### config.mk
export PLATFORM = sky130hd
export DESIGN_NAME = tile_fetch_arbiter
export DESIGN_NICKNAME = d
export VERILOG_FILES = /design/src/rtl/tile_fetch_arbiter.sv
export SDC_FILE = /design/constraint.sdc
export NUM_CORES = 1
export LEC_CHECK = 0
export BUFFER_PORTS_ARGS = -buffer_cell sky130_fd_sc_hd__buf_2
export CAP_MARGIN = 5
export CORE_MARGIN = 2
export CORE_UTILIZATION = 42
export CTS_CLUSTER_SIZE = 12
export DETAILED_ROUTE_END_ITERATION = 8
export PLACE_DENSITY = 0.71
export SLEW_MARGIN = 20
export SYNTH_ARGS = -nofsm -noshare
export SYNTH_HDL_FRONTEND = slang
export SYNTH_SLANG_ARGS = --single-unit
### constraint.sdc
create_clock -name clk_draw -period 1.54 [get_ports clk_draw]
set_input_delay 0.154 -clock clk_draw [delete_from_list [all_inputs] [get_ports clk_draw]]
set_output_delay 0.154 -clock clk_draw [all_outputs]
set_load 0.02 [all_outputs]
### src/rtl/tile_fetch_arbiter.sv
// Two-requester round-robin arbiter in front of the tile pixel ROM.
// Each grant fetches column words 0 and 1 of one tile row and returns
// them packed as a 32-bit row with a one-cycle valid tagged to the requester.
module tile_fetch_arbiter (
  input  logic        clk_draw,
  input  logic        rst_draw,
  input  logic [1:0]  req_valid,
  output logic [1:0]  req_ready,
  input  logic [9:0]  req0_index,
  input  logic [2:0]  req0_row,
  input  logic [9:0]  req1_index,
  input  logic [2:0]  req1_row,
  output logic [1:0]  rsp_valid,
  output logic [31:0] rsp_data,
  output logic [9:0]  bram_index,
  output logic [2:0]  bram_row,
  output logic        bram_col,
  input  logic [15:0] bram_data
);

  typedef enum logic [1:0] {IDLE, COL0, COL1, DONE} state_t;

  state_t      state_q;
  logic        last_q;      // requester granted most recently
  logic        cur_id_q;    // requester that owns the in-flight fetch
  logic [15:0] col0_q;      // column 0 word waiting for its partner
  logic [1:0]  rsp_valid_q;
  logic [31:0] rsp_data_q;
  // The ROM address registers also serve as the latched request fields:
  // index and row are loaded at the handshake and stay put until the next one.
  logic [9:0]  bram_index_q;
  logic [2:0]  bram_row_q;
  logic        bram_col_q;
  logic [1:0]  grant_d;

  // Round-robin grant: a lone requester wins, a tie goes to the one not served last.
  always_comb begin
    grant_d = 2'b00;
    case (req_valid)
      2'b01:   grant_d = 2'b01;
      2'b10:   grant_d = 2'b10;
      2'b11:   grant_d = last_q ? 2'b01 : 2'b10;
      default: grant_d = 2'b00;
    endcase
  end

  // Accept only in IDLE, and never during reset so a reset cycle cannot handshake.
  always_comb begin
    req_ready = 2'b00;
    if ((state_q == IDLE) && !rst_draw) begin
      req_ready = grant_d;
    end
  end

  // Fetch sequencer: handshake -> col0 address -> col1 address -> pack and respond.
  always_ff @(posedge clk_draw) begin
    if (rst_draw) begin
      state_q      <= IDLE;
      last_q       <= 1'b1;
      cur_id_q     <= 1'b0;
      col0_q       <= 16'h0000;
      rsp_valid_q  <= 2'b00;
      rsp_data_q   <= 32'h0000_0000;
      bram_index_q <= 10'h000;
      bram_row_q   <= 3'd0;
      bram_col_q   <= 1'b0;
    end else begin
      rsp_valid_q <= 2'b00;
      case (state_q)
        IDLE: begin
          if (req_ready != 2'b00) begin
            cur_id_q     <= req_ready[1];
            last_q       <= req_ready[1];
            bram_index_q <= req_ready[1] ? req1_index : req0_index;
            bram_row_q   <= req_ready[1] ? req1_row : req0_row;
            bram_col_q   <= 1'b0;
            state_q      <= COL0;
          end
        end
        COL0: begin
          bram_col_q <= 1'b1;
          state_q    <= COL1;
        end
        COL1: begin
          col0_q  <= bram_data;
          state_q <= DONE;
        end
        DONE: begin
          rsp_data_q  <= {col0_q, bram_data};
          rsp_valid_q <= cur_id_q ? 2'b10 : 2'b01;
          state_q     <= IDLE;
        end
        default: state_q <= IDLE;
      endcase
    end
  end

  assign rsp_valid  = rsp_valid_q;
  assign rsp_data   = rsp_data_q;
  assign bram_index = bram_index_q;
  assign bram_row   = bram_row_q;
  assign bram_col   = bram_col_q;

endmodule
==> impl.org <==
** Status
- The flow ran to the end, but the final reports show violations.
- The checks that failed: negative setup slack.

** Clock network
- Buffer levels on the longest clock path :: 2
- After clock tree synthesis, the clock-pin slew on the worst setup and hold paths is 70 ps.
- Worst-Skew Late Latency :: 330 ps
- CTS tree :: yes
- The number of clock buffers added by TritonCTS is 9.
- The clock tree synthesis step divided the H-tree into 3 levels.
- The clock drives 68 sinks.
- Buffers inserted to repair hold after CTS numbered 0.
- CTS root buf :: clkbuf_8

** Power
- In this run the static leakage power is between 0.0015 and 0.002 uW.
- PD cells :: around 1700 mW/mm^2
- Largest voltage drop on the vdd net :: 0.920 mV

** Drt
- After detailed routing, the average wire length per cell comes to around 12 um.
- Vias per inst :: between 4 and 5
- Remaining antenna violation count :: 0
- TritonRoute pass-1 iters :: 5
- After detailed routing, the number of remaining DRC violations is 0.
- Routed WL :: 5610 um
- For this block, the initial DRC count from the detailed router was 47.
- Routed via count :: 2,175

** STA
- The final hold violation count is 0.
- Timing would allow up to 0.646 GHz.
- Final Skew :: around 6.3 ps
- At the pin with the least slew margin, the transition time is 578 ps.
- Share of the clock period used by the worst path :: 101%
- Setup slack on the critical path of the routed design comes to -8.15 ps.
- Measured against its own limit, the worst slew margin works out to roughly 61%.
- Hold_ws :: approximately 70 ps
- Setup repair after global routing missed its margin :: yes
- Shortest clock period the worst path allows after layout :: between 1500 and 2000 ps
- After routing, the total negative slack on setup checks comes to -8.15 ps.
- Setup violations remaining at the end of the flow were counted as 1.
- Final-report max-slew violation count :: 0

** Die
- Height of the chip :: 83.8 um
- Initial cell density of the core :: 42.9%
- Die footprint :: 0.00703 mm^2
- From left edge to right edge, the die measures 83.8 um.
- The total area inside the core boundary comes to ~0.0062 mm^2.
- Ports placed on the boundary :: 96
- Standard-cell rows :: 29

** Yosys
- Distinct cell type count after synthesis :: 25
- Post-synthesis sequential area ratio :: 50.8%
- EDFF count, synth :: 0
- #FFs+latches synth :: 68
- Post-Synthesis Net Count :: 318
- By instance count, the leading cell after synthesis is dfxtp_1.
- In the synthesized netlist the dominant register cell turns out to be dfxtp_1.
- For this run, the number of Yosys warnings is 0.
- Post-synth ARST share :: 0%
- Cell taking the most area after synthesis :: dfxtp_1
- Dividing the synthesized area by the synthesized cell count gives 10.0 um^2.
- After synthesis, the most frequently instantiated cells are dfxtp_1, nor2_1, mux2i_1, nand2_1, a311oi_2.
- Of the post-synthesis cell area, the dominant cell type holds 50.8%.
- By area the synthesized netlist is led by dfxtp_1, mux2i_1, nor2_1, a311oi_2, nand2_1.
- The cell count after synthesis came out at between 200 and 300.
- Summed instance area of the synthesized netlist :: 0.00268 mm^2

** Placed design
- Detailed placement finished with a half-perimeter wire length of about 3800 um.
- Timing analysis after detailed placement gives a worst setup slack of -62.1 ps.
- Routability congestion estimate :: between 0.7 and 0.8
- In this run the tool buffered the top-level ports with 95 buffer cells.

** Critical path
- Nature of the critical path startpoint :: register
- Startpoint of the lowest-slack register-to-register path :: state_q[0]$_SDFFE_PP0P_
- Traced cell by cell, the critical path runs through inv_2 > ha_4 > nor2b_4 > nand2_2 > a21oi_4 > buf_6.
- Worst setup EP type :: output pin
- Critical path class :: reg -> out
- Register-to-Register Setup Slack :: ~70 ps
- Data on the critical path is required at its endpoint by about 1400 ps.
- The critical path starts at state_q[0]$_SDFFE_PP0P_.
- Largest fanout of any net on the critical path :: 3
- On the critical path, the stage with the largest delay is an instance of dfxtp_2.
- Data arrival at the endpoint of the critical path :: 1390 ps
- Max incr delay on CP :: between 300 and 400 ps

** Cells and area
- Area growth syn-to-layout :: 36.1%
- The net count of the finished layout is 425.
- Summing all multi-input logic gate instances after layout gives 0.00122 mm^2.
- 0 antenna diodes ended up in the layout.
- Layout cells sized above 1 :: 40.2%
- Summing all flip-flop and latch instances after layout gives about 0.0014 mm^2.
- The filler cells instantiated in the layout total 573.

** Global route
- Number of antenna violations at the first check in global routing :: 0
- Vias in the first global route :: roughly 2,100
- Global-route total usage across every layer :: 16.4%
- Wire length of the first global-routing pass :: 9340 um
- Maximum number of pins on one net before global-route repair :: 55
- Remaining Overflow, GRT :: 0

** Min path
- The startpoint identified for the worst hold timing path is bram_data[11].
- Min-delay worst type :: in -> reg

** Job
- Number of violations of the max-capacitance limit :: 0
## through the flow
step	total power (uW)	cells	utilization (%)	area, um^2
2_1_floorplan	3550	267	-	2680
3_3_place_gp	4070	432	52.3	3270
3_5_place_dp	4130	432	52.3	3270
4_1_cts	6010	452	57.3	3580
5_1_grt	6420	455	58.4	3640
6_report	6070	455	58.4	3640
## kinds of logic (layout without fill, tap and decap cells)
logic type / after synthesis / in the layout / share of synthesized area (%)
AOI/OAI and AO/OA: 20 / 20 / 7.80
DFF: 68 / 68 / 50.8
adders and majority gates: 5 / 5 / 2.34
and+or+nand+nor: 102 / 102 / 15.9
buffers and inverters: 23 / 134 / 4.77
muxes: 49 / 49 / 18.3
## path summary, 6_finish.rpt
kind                                     end  cells past startpoint
hold reg to reg      rsp_valid[0]$_SDFF_PP0_                      1
setup reg to reg  bram_index[2]$_SDFFE_PP0P_                      7
hold / removal     rsp_data[11]$_SDFFE_PP0N_                      3
setup / recovery                req_ready[0]                      6
## worst max-delay path: cells and delay by family (launching register included)
kind / cells / cell delay, ps
flops: 1 / 320
buf+inv: 2 / 210
fa+ha+maj: 1 / 130
simple gates: 2 / 270
compound gates: 1 / 130
## final cells by class
cell class              count  share of cell area [%]
flip-flops and latches     68                    37.4
multi-input cells         176                    33.6
repair buffers            115                    19.1
clock buffers              11                    3.88
clock inverters             4                    2.68
well taps                  77                    2.64
inverters                   4                   0.618
## timing repair
| item | CTS | global route |
|---|---|---|
| gates resized for setup | 13 | 6 |
| cloned | 0 | 1 |
| endpoints found under the hold margin | 0 | 0 |
| pin swaps | 2 | 6 |
| setup endpoints to repair | 15 | 15 |
| setup buffers | 5 | 2 |
## cell usage in the layout, fill, tap and decap left out
master      instances
a211oi_1            1
a21oi_1             2
a21oi_4             1
a311oi_1            3
a311oi_2           10
a31oi_1             1
and2b_2             1
and3b_1             1
buf_12              3
buf_2              93
buf_4              15
buf_6               3
bufinv_16           3
clkbuf_1            1
clkbuf_16           1
clkbuf_8           10
clkinvlp_4          1
dfxtp_1            66
dfxtp_2             2
ha_1                3
ha_2                1
ha_4                1
inv_1               1
inv_2               2
inv_8               1
mux2i_1            49
nand2_1            28
nand2_2             1
nand2b_1            2
nand3_4             1
nor2_1             65
nor2b_4             1
nor3b_1             1
o21ai_0             2
or2_2               1
## flip-flops by register name (all words and copies together), names as in the netlist
name,flops
state_q,2
bram_index,10
cur_id_q,1
bram_col,1
bram_row,3
rsp_valid,2
col0_q,16
last_q,1
rsp_data,32
## power breakdown
group	internal, uW	switching, uW	total, uW
clock	1110	631	1740
sequential	2060	145	2200
combinational	1020	1110	2130
total	4190	1880	6070
## layer usage
| metal | vias up | GRT usage [%] | routed length, um |
|---|---|---|---|
| met5 | - | 0 | 0 |
| met4 | 0 | 7.48 | 67 |
| met3 | 7 | 5.24 | 397 |
| met2 | 78 | 27.3 | 2630 |
| met1 | 983 | 19.3 | 2510 |
| li1 | 1107 | - | - |
No activity file was read; power rests on OpenSTA's default activity.
